==> src/rtl/lrelu_stage.sv <==
// Two-lane leaky-ReLU stage: start/run/done sequencing, per-lane accept counters, 2-cycle pipeline.
// Optional macro LRELU_STAGE_SAT_EN: saturate the 16-bit result instead of two's-complement wrap.
module lrelu_stage #(
    parameter int unsigned FRAC_BITS = 8
) (
    input  logic        clk,
    input  logic        rst,
    input  logic        lr_start_in,
    input  logic [15:0] lr_leak_factor_in,
    input  logic [7:0]  lr_rows_in,
    input  logic [15:0] lr_data_in_1,
    input  logic [15:0] lr_data_in_2,
    input  logic        lr_valid_in_1,
    input  logic        lr_valid_in_2,
    output logic [15:0] lr_data_out_1,
    output logic [15:0] lr_data_out_2,
    output logic        lr_valid_out_1,
    output logic        lr_valid_out_2,
    output logic        lr_busy_out,
    output logic        lr_done_out
);

    localparam int unsigned DW    = 16;
    localparam int unsigned CW    = 8;
    localparam int unsigned PW    = 32;
    localparam int unsigned LANES = 2;

    typedef enum logic [1:0] {
        S_IDLE = 2'd0,
        S_RUN  = 2'd1,
        S_DONE = 2'd2
    } state_t;

    // Negative inputs are scaled by the Q8.8 leak factor; non-negative pass through.
    function automatic logic signed [PW-1:0] leak_mul(input logic signed [DW-1:0] x,
                                                      input logic signed [DW-1:0] k);
        logic signed [PW-1:0] xe;
        logic signed [PW-1:0] ke;
        logic signed [PW-1:0] p;
        xe = PW'(x);
        ke = PW'(k);
        p  = xe * ke;
        if (x[DW-1]) begin
            return p >>> FRAC_BITS;
        end
        return xe;
    endfunction

    function automatic logic [DW-1:0] reduce16(input logic signed [PW-1:0] v);
`ifdef LRELU_STAGE_SAT_EN
        localparam logic signed [PW-1:0] SAT_MAX = 32'sd32767;
        localparam logic signed [PW-1:0] SAT_MIN = -32'sd32768;
        if (v > SAT_MAX) begin
            return DW'(SAT_MAX);
        end
        if (v < SAT_MIN) begin
            return DW'(SAT_MIN);
        end
        return DW'(v);
`else
        return DW'(v);
`endif
    endfunction

    state_t                  state_q, state_d;
    logic signed [DW-1:0]    leak_q, leak_d;
    logic [CW-1:0]           rows_q, rows_d;
    logic [CW-1:0]           cnt_q    [LANES];
    logic [CW-1:0]           cnt_d    [LANES];
    logic signed [PW-1:0]    s1_val_q [LANES];
    logic signed [PW-1:0]    s1_val_d [LANES];
    logic                    s1_vld_q [LANES];
    logic                    s1_vld_d [LANES];
    logic [DW-1:0]           dout_q   [LANES];
    logic [DW-1:0]           dout_d   [LANES];
    logic                    vout_q   [LANES];
    logic                    vout_d   [LANES];
    logic                    busy_q, busy_d;
    logic                    done_q, done_d;

    logic signed [DW-1:0]    din      [LANES];
    logic                    vin      [LANES];
    logic                    acc      [LANES];
    logic                    lanes_full;
    logic                    s1_busy;

    // State register and all pipeline/output registers.
    always_ff @(posedge clk) begin
        if (rst) begin
            state_q <= S_IDLE;
            leak_q  <= '0;
            rows_q  <= '0;
            busy_q  <= 1'b0;
            done_q  <= 1'b0;
            for (int l = 0; l < LANES; l++) begin
                cnt_q[l]    <= '0;
                s1_val_q[l] <= '0;
                s1_vld_q[l] <= 1'b0;
                dout_q[l]   <= '0;
                vout_q[l]   <= 1'b0;
            end
        end else begin
            state_q <= state_d;
            leak_q  <= leak_d;
            rows_q  <= rows_d;
            busy_q  <= busy_d;
            done_q  <= done_d;
            for (int l = 0; l < LANES; l++) begin
                cnt_q[l]    <= cnt_d[l];
                s1_val_q[l] <= s1_val_d[l];
                s1_vld_q[l] <= s1_vld_d[l];
                dout_q[l]   <= dout_d[l];
                vout_q[l]   <= vout_d[l];
            end
        end
    end

    // Next-state, accept decisions and pipeline next values.
    always_comb begin
        state_d    = state_q;
        leak_d     = leak_q;
        rows_d     = rows_q;
        din[0]     = lr_data_in_1;
        din[1]     = lr_data_in_2;
        vin[0]     = lr_valid_in_1;
        vin[1]     = lr_valid_in_2;
        lanes_full = 1'b1;
        s1_busy    = 1'b0;
        for (int l = 0; l < LANES; l++) begin
            cnt_d[l] = cnt_q[l];
            acc[l]   = 1'b0;
            if (cnt_q[l] != rows_q) begin
                lanes_full = 1'b0;
            end
            if (s1_vld_q[l]) begin
                s1_busy = 1'b1;
            end
        end

        case (state_q)
            S_IDLE: begin
                if (lr_start_in) begin
                    state_d = S_RUN;
                    leak_d  = lr_leak_factor_in;
                    rows_d  = lr_rows_in;
                    for (int l = 0; l < LANES; l++) begin
                        cnt_d[l] = '0;
                    end
                end
            end
            S_RUN: begin
                for (int l = 0; l < LANES; l++) begin
                    acc[l] = vin[l] && (cnt_q[l] < rows_q);
                    if (acc[l]) begin
                        cnt_d[l] = cnt_q[l] + CW'(1);
                    end
                end
                // Finish once every lane has its quota and stage 1 has drained.
                if (lanes_full && !s1_busy) begin
                    state_d = S_DONE;
                end
            end
            S_DONE: begin
                state_d = S_IDLE;
            end
            default: begin
                state_d = S_IDLE;
            end
        endcase

        for (int l = 0; l < LANES; l++) begin
            s1_vld_d[l] = acc[l];
            s1_val_d[l] = acc[l] ? leak_mul(din[l], leak_q) : s1_val_q[l];
            vout_d[l]   = s1_vld_q[l];
            dout_d[l]   = s1_vld_q[l] ? reduce16(s1_val_q[l]) : dout_q[l];
        end

        busy_d = (state_d != S_IDLE);
        done_d = (state_d == S_DONE);
    end

    assign lr_data_out_1  = dout_q[0];
    assign lr_data_out_2  = dout_q[1];
    assign lr_valid_out_1 = vout_q[0];
    assign lr_valid_out_2 = vout_q[1];
    assign lr_busy_out    = busy_q;
    assign lr_done_out    = done_q;

endmodule

==> config.mk <==
export PLATFORM = sky130hd
export DESIGN_NAME = lrelu_stage
export DESIGN_NICKNAME = d
export VERILOG_FILES = /design/src/rtl/lrelu_stage.sv
export SDC_FILE = /design/constraint.sdc
export NUM_CORES = 1
export LEC_CHECK = 0
export BUFFER_PORTS_ARGS = -buffer_cell sky130_fd_sc_hd__buf_2
export CAP_MARGIN = 20
export CORE_AREA = 8 8 210 162
export DETAILED_ROUTE_END_ITERATION = 10
export DIE_AREA = 0 0 218 170
export HOLD_SLACK_MARGIN = 0.05
export MAX_ROUTING_LAYER = met4
export PLACE_DENSITY = 0.84
export SYNTH_ARGS = -nofsm -noshare
export SYNTH_HDL_FRONTEND = slang
export SYNTH_SLANG_ARGS = --single-unit
==> constraint.sdc <==
create_clock -name clk -period 10.3 [get_ports clk]
set_input_delay 1.545 -clock clk [delete_from_list [all_inputs] [get_ports clk]]
set_output_delay 1.545 -clock clk [all_outputs]
set_load 0.02 [all_outputs]
; After elaboration in Yosys (flattened, before gate mapping)
; Memory sizes are Yosys's and may differ from the RTL's.
; Index checks and enable logic that the tools add are counted.
; W data, S select, Z words.
[word_totals]
ramBits = 116
in_bits = 61
ff_bits = 28
wordCells = 72
memories = 5
[mem_list]
columns = name, words, word_bits, read_ports, rd_ports_with_merged_regs, wr, line_no
row1 = s1_val_q, 2, 32, 2, 0, 2, 70  ; logic signed [PW-1:0] s1_val_q [LANES];
row2 = dout_q, 2, 16, 2, 0, 2, 74  ; logic [DW-1:0] dout_q [LANES];
row3 = cnt_q, 2, 8, 2, 0, 2, 68  ; logic [CW-1:0] cnt_q [LANES];
row4 = s1_vld_q, 2, 1, 2, 0, 2, 72  ; logic s1_vld_q [LANES];
row5 = vout_q, 2, 1, 2, 0, 2, 76  ; logic vout_q [LANES];
[op_classes]
multipliers = 2
eq_ne = 4
addsub = 2
n_bitwise = 10
mux = 35
reduce_logical = 7
magnitude_cmp = 2
[op_table]
columns = cell, count
row1 = $mux W32, 8
row2 = $mux W16, 5
row3 = $mul A16 B16 Y32, 2
row4 = $mux W8, 4
row5 = $pmux W16 S2, 1
row6 = $add A8 B1 Y8 const B, 2
row7 = $lt A8 B8 Y1, 2
row8 = $ne A8 B8 Y1, 2
row9 = $mux W1, 13
row10 = $or A1 B1 Y1, 10
row11 = $mux W2, 3
row12 = $pmux W2 S2, 1
row13 = $logic_and A1 B1 Y1, 3
row14 = $eq A2 B1 Y1 const B, 1
row15 = $eq A2 B2 Y1 const B, 1
row16 = $logic_not A2 Y1, 1
row17 = $reduce_and A2 Y1, 1
row18 = $reduce_bool A2 Y1, 1
row19 = $logic_not A1 Y1, 1

; Depth between registers and ports, before layout
[logic_depth]
ltp_word = 7
ltp_mapped = 24

; Least setup slack after synthesis
; Ideal clock, no wire load.
[synth_path]
path_kind = input to register
from = in lr_data_in_2[15]
to = mem s1_val_q[1][14], in the netlist s1_val_q[0][46]
setup_slack_ns = 2.987
stages = 23
setup_time_ns = 0.086
required_time_ns = 10.214
t_arrival_ns = 7.227
path_buffers = 2
cell_sequence = clkbuf_1 clkbuf_1 and2_1 inv_1 fa_1 inv_1 fa_1 fa_1 fa_1 fa_1 inv_1 fa_1 inv_1 ha_1 a21oi_1 o21ai_0 o31ai_1 a31oi_1 a21o_1 a21oi_1 xnor2_1 mux2i_1 a211oi_1
[synth_lines]
columns = element, line_no
row1 = from (decl), 12  ; input logic [15:0] lr_data_in_2,
row2 = to (decl), 70

==> summary by stage <==
Outcome
The run finished with clean final reports.

Synthesis
The multiplexer fraction of the synthesized cell area is approximately 3.0%. In this run the cell area of the synthesized design comes to 0.0195 mm^2. The post-synthesis simple-gate area fraction is approximately 17%. The most instantiated flip-flop cell in the synthesis netlist is sky130_fd_sc_hd__dfxtp_1. Yosys printed 0 warnings. The compound-gate portion of the synthesized area is ~5%. The number of nets handed over by synthesis was roughly 2800. Counting flops with a built-in enable in the synthesized netlist gives 0. The per-instance average area after synthesis is between 8 and 9 um^2. The cell count after synthesis came out at 2220. In the post-synthesis netlist, the biggest area contributors are sky130_fd_sc_hd__fa_1 (38%), sky130_fd_sc_hd__dfxtp_1 (11%), sky130_fd_sc_hd__ha_1 (10%). Summing the areas of all fa, ha and maj instances in the mapped netlist gives between 40% and 50% of the synthesized area. For this run, the register share of the synthesized area comes to between 10% and 20%. The synthesized design spends more area on one cell type than any other, namely sky130_fd_sc_hd__fa_1.

The area share of the leading cell type in the synthesized netlist is 38.1%. By area, the combinational part of the netlist is dominated by adder cells. Counting flops with an async set or reset pin after synthesis yields a share of 0%.

The number of distinct library cells after synthesis is between 50 and 60. Counting flops and latches in the post-synthesis netlist gives roughly 110. The xor/xnor cell area share of the yosys netlist is under 10%.

Route
After detailed routing, the average wire length per cell comes to 18.6 um. The number of nets with antenna violations after detailed routing is 0. The first detailed-routing pass took 8 iterations. The via count is approximately 15000. Using the TritonRoute via totals, the vias-per-cell ratio works out to between 5 and 6.

The starting DRC count in detailed routing is about 1300. Summed over all layers, the routed wires come to 49100 um. The count of unresolved DRC violations after routing is 0.

Placed design
The cell total after placement is 2627. Once detailed placement completed, the half-perimeter wirelength came to between 30000 and 40000 um. The placer congestion estimate is ~0.93. At the placement stage, the worst setup path has a slack of approximately 2.7 ns. The number of port buffers is 96.

Clocking
The post-cts hold buffer count is 0. Counting the buffers created by CTS gives 9. After clock tree synthesis, the clock-pin slew on the worst setup and hold paths is ~0.080 ns. Clock tree synthesis selected as its root buffer the cell sky130_fd_sc_hd__clkbuf_16. Once the clock tree was built, the setup fixing pass inserted 0 buffers. For this design, the sink count on the clock tree is 112. The number of buffers between clock root and the deepest sink is 2.

For the worst-skew pair, the clock arrives at the later sink with an insertion delay of roughly 0.37 ns. The post-cts resize count is 0. The clock tree from TritonCTS is done.

The H-tree generated during clock tree synthesis spans 3 levels.

Die
The floorplan die area is 0.0371 mm^2. The height of the die is around 170 um. The region available for standard cell placement spans ~0.03 mm^2. The initial cell density of the core is 63.7%. The floorplan has 56 rows. The horizontal die dimension is ~220 um. The count of pins on the block boundary is a little under 100.

Critical path
The kind of cell with the highest combined delay on the critical path is adder cells. The most repeated library cell on the critical path is sky130_fd_sc_hd__fa_1. On the worst path, the slowest cell contributes a delay of 0.55 ns. The setup path with the least slack is of type input pin to flip-flop.

The signal on the critical path passes through buf_2 -> nand2_1 -> inv_1 -> fa_1 -> inv_1 -> fa_1 -> fa_1 -> inv_1 -> fa_1 -> fa_1 -> inv_1 -> fa_1 -> inv_1 -> ha_1 -> a211oi_1 -> o211ai_1 -> a31oi_4 -> o2111ai_1 -> xnor2_1 -> nand3_1 -> a21oi_1. The critical path data arrival time is slightly below 8 ns. The kind of end point of the critical path is a flip-flop. The cell at the slowest stage of the critical path is sky130_fd_sc_hd__buf_2. The worst setup path is launched from an input pin. Counting both buffers and inverters, the worst setup path holds a total of 6.

Along the worst path, the maximum fanout reaches 28. The required time at the worst-slack endpoint is around 11 ns. In this run the register-to-register setup slack is roughly 3.7 ns.

Global routing
The number of antenna violations at the first check in global routing came to 1. Entering global routing, the biggest net connects 64 pins. The global-route usage over all layers is approximately 28%. The first-pass GRT wire length is a little over 80000 um. Summed over all layers, the global routing overflow is 0. The number of global-route vias before repair is approximately 16000.

Timing
Setup repair after global routing left no endpoint under its margin. The period utilization is between 70% and 80%. Based on the critical path, the design can be clocked at up to 135 MHz. The total count of max-transition violations in the final report is 0. The worst path needs 7.42 ns of the cycle, external delays included. Headroom to the max-slew limit came out at about 29%. The final setup skew is between 0.015 and 0.02 ns. Across all setup checks in the final design, the least slack found is just under 3 ns. The final count of negative-setup-slack endpoints is 0. The total count of hold-check failures in the final report came to 0. The setup TNS is 0 ns. The slew at the pin closest to its max-slew limit is around 1.1 ns.

Final layout
Leaving out filler cells and counting taps, the final layout contains between 2000 and 3000. The layout-stage area growth over the synthesis result is 5.36%. The sequential cell area is 0.00224 mm^2. In the final layout, the multi-input gates occupy 0.0150 mm^2. Of the cells placed in the final design, the portion with a size suffix greater than 1 is ~6.4%. The top cell types in the final layout, fill and taps aside, are sky130_fd_sc_hd__inv_1 (495), sky130_fd_sc_hd__fa_1 (372), sky130_fd_sc_hd__nand2_1 (286). The net count of the finished layout is roughly 2800. The final core area utilization is roughly 67%. The leading cell type in the layout, fill and taps excluded is sky130_fd_sc_hd__inv_1. The filler cells instantiated in the layout total ~2300.

Min path
The class of the tightest hold or removal check is flip-flop to flip-flop.

Pwr
The maximum ir drop on the vdd rail is around 0.000099 V. Power spread over the standard cell area amounts to 134 mW/mm^2. The total power is 2.75 mW. The static leakage is slightly above 10 nW.

Job
Max-cap violations in this run came to 0.
Yosys cell counts, types with 15 or more instances:
master and count:
sky130_fd_sc_hd__ha_1 158, sky130_fd_sc_hd__nand2_1 286, sky130_fd_sc_hd__dfxtp_1 112, sky130_fd_sc_hd__inv_1 495, sky130_fd_sc_hd__xnor2_1 61, sky130_fd_sc_hd__nor2_1 108, sky130_fd_sc_hd__fa_1 372, sky130_fd_sc_hd__clkbuf_1 98
sky130_fd_sc_hd__and2_1 217, sky130_fd_sc_hd__mux2i_1 58, sky130_fd_sc_hd__o21ai_0 15, sky130_fd_sc_hd__a211oi_1 30, sky130_fd_sc_hd__xor2_1 22, sky130_fd_sc_hd__a21oi_1 54
worst reg2reg max path: cells and delay by family (launching register included):
family	cells	cell delay, ns
xor+xnor	1	0.24
fa+ha+maj	7	3.30
compound gates	5	1.44
simple gates	2	0.39
buf+inv	3	0.15
flops	1	1.02
where the power goes:
| part | switching (mW) | total [mW] | internal [mW] | leakage, nW |
|---|---|---|---|---|
| combinational | 1.12 | 1.90 | 0.788 | 9.23 |
| sequential | 0.0307 | 0.486 | 0.455 | 0.910 |
| clock | 0.189 | 0.362 | 0.173 | 0.149 |
| total | 1.33 | 2.75 | 1.42 | 10.3 |
through the flow:
step / hold WS, ns / area, um^2
2_1_floorplan: 0.432 / 19500
3_3_place_gp: 0.443 / 20200
3_5_place_dp: 0.450 / 20300
4_1_cts: 0.461 / 20600
5_1_grt: 0.480 / 20600
6_report: 0.463 / 20600
final cells by class:
cell class / instances / area share, %
multi-input cells: 1503 / 73.0
flip-flops and latches: 112 / 10.9
inverters: 495 / 9.02
repair buffers: 112 / 3.12
well taps: 406 / 2.47
clock buffers: 9 / 1.09
clock inverters: 7 / 0.352
diodes: 1 / 0.0122
cell families after synthesis:
kind of cell	after synthesis
mux	58
simple gates	689
fa+ha+maj	530
xor+xnor	83
flops	112
compound gates	143
buf+inv	605
worst paths after layout:
kind | start | cells past startpoint | end
setup / recovery | lr_data_in_1[15] | 21 | s1_val_q[0][15]
hold / removal | rows_q[7] | 2 | rows_q[7]
setup reg to reg | leak_q[12] | 18 | s1_val_q[0][15]
hold reg to reg | rows_q[7] | 2 | rows_q[7]
metal layers:
layer | global-route usage (%) | up-vias | share of wire (%)
li1 | - | 6618 | -
met1 | 36.5 | 7335 | 41
met2 | 44.2 | 744 | 46
met3 | 4.91 | 140 | 10
met4 | 9.83 | 0 | 3.3
met5 | - | - | 0
flip-flops by register name (all words and copies together) (netlist names):
name         count
s1_vld_q         2
lr_busy_out      1
s1_val_q        32
leak_q          16
vout_q           2
dout_q          32
state_q          2
cnt_q           16
rows_q           8
lr_done_out      1
(Power assumes the default switching activity.)
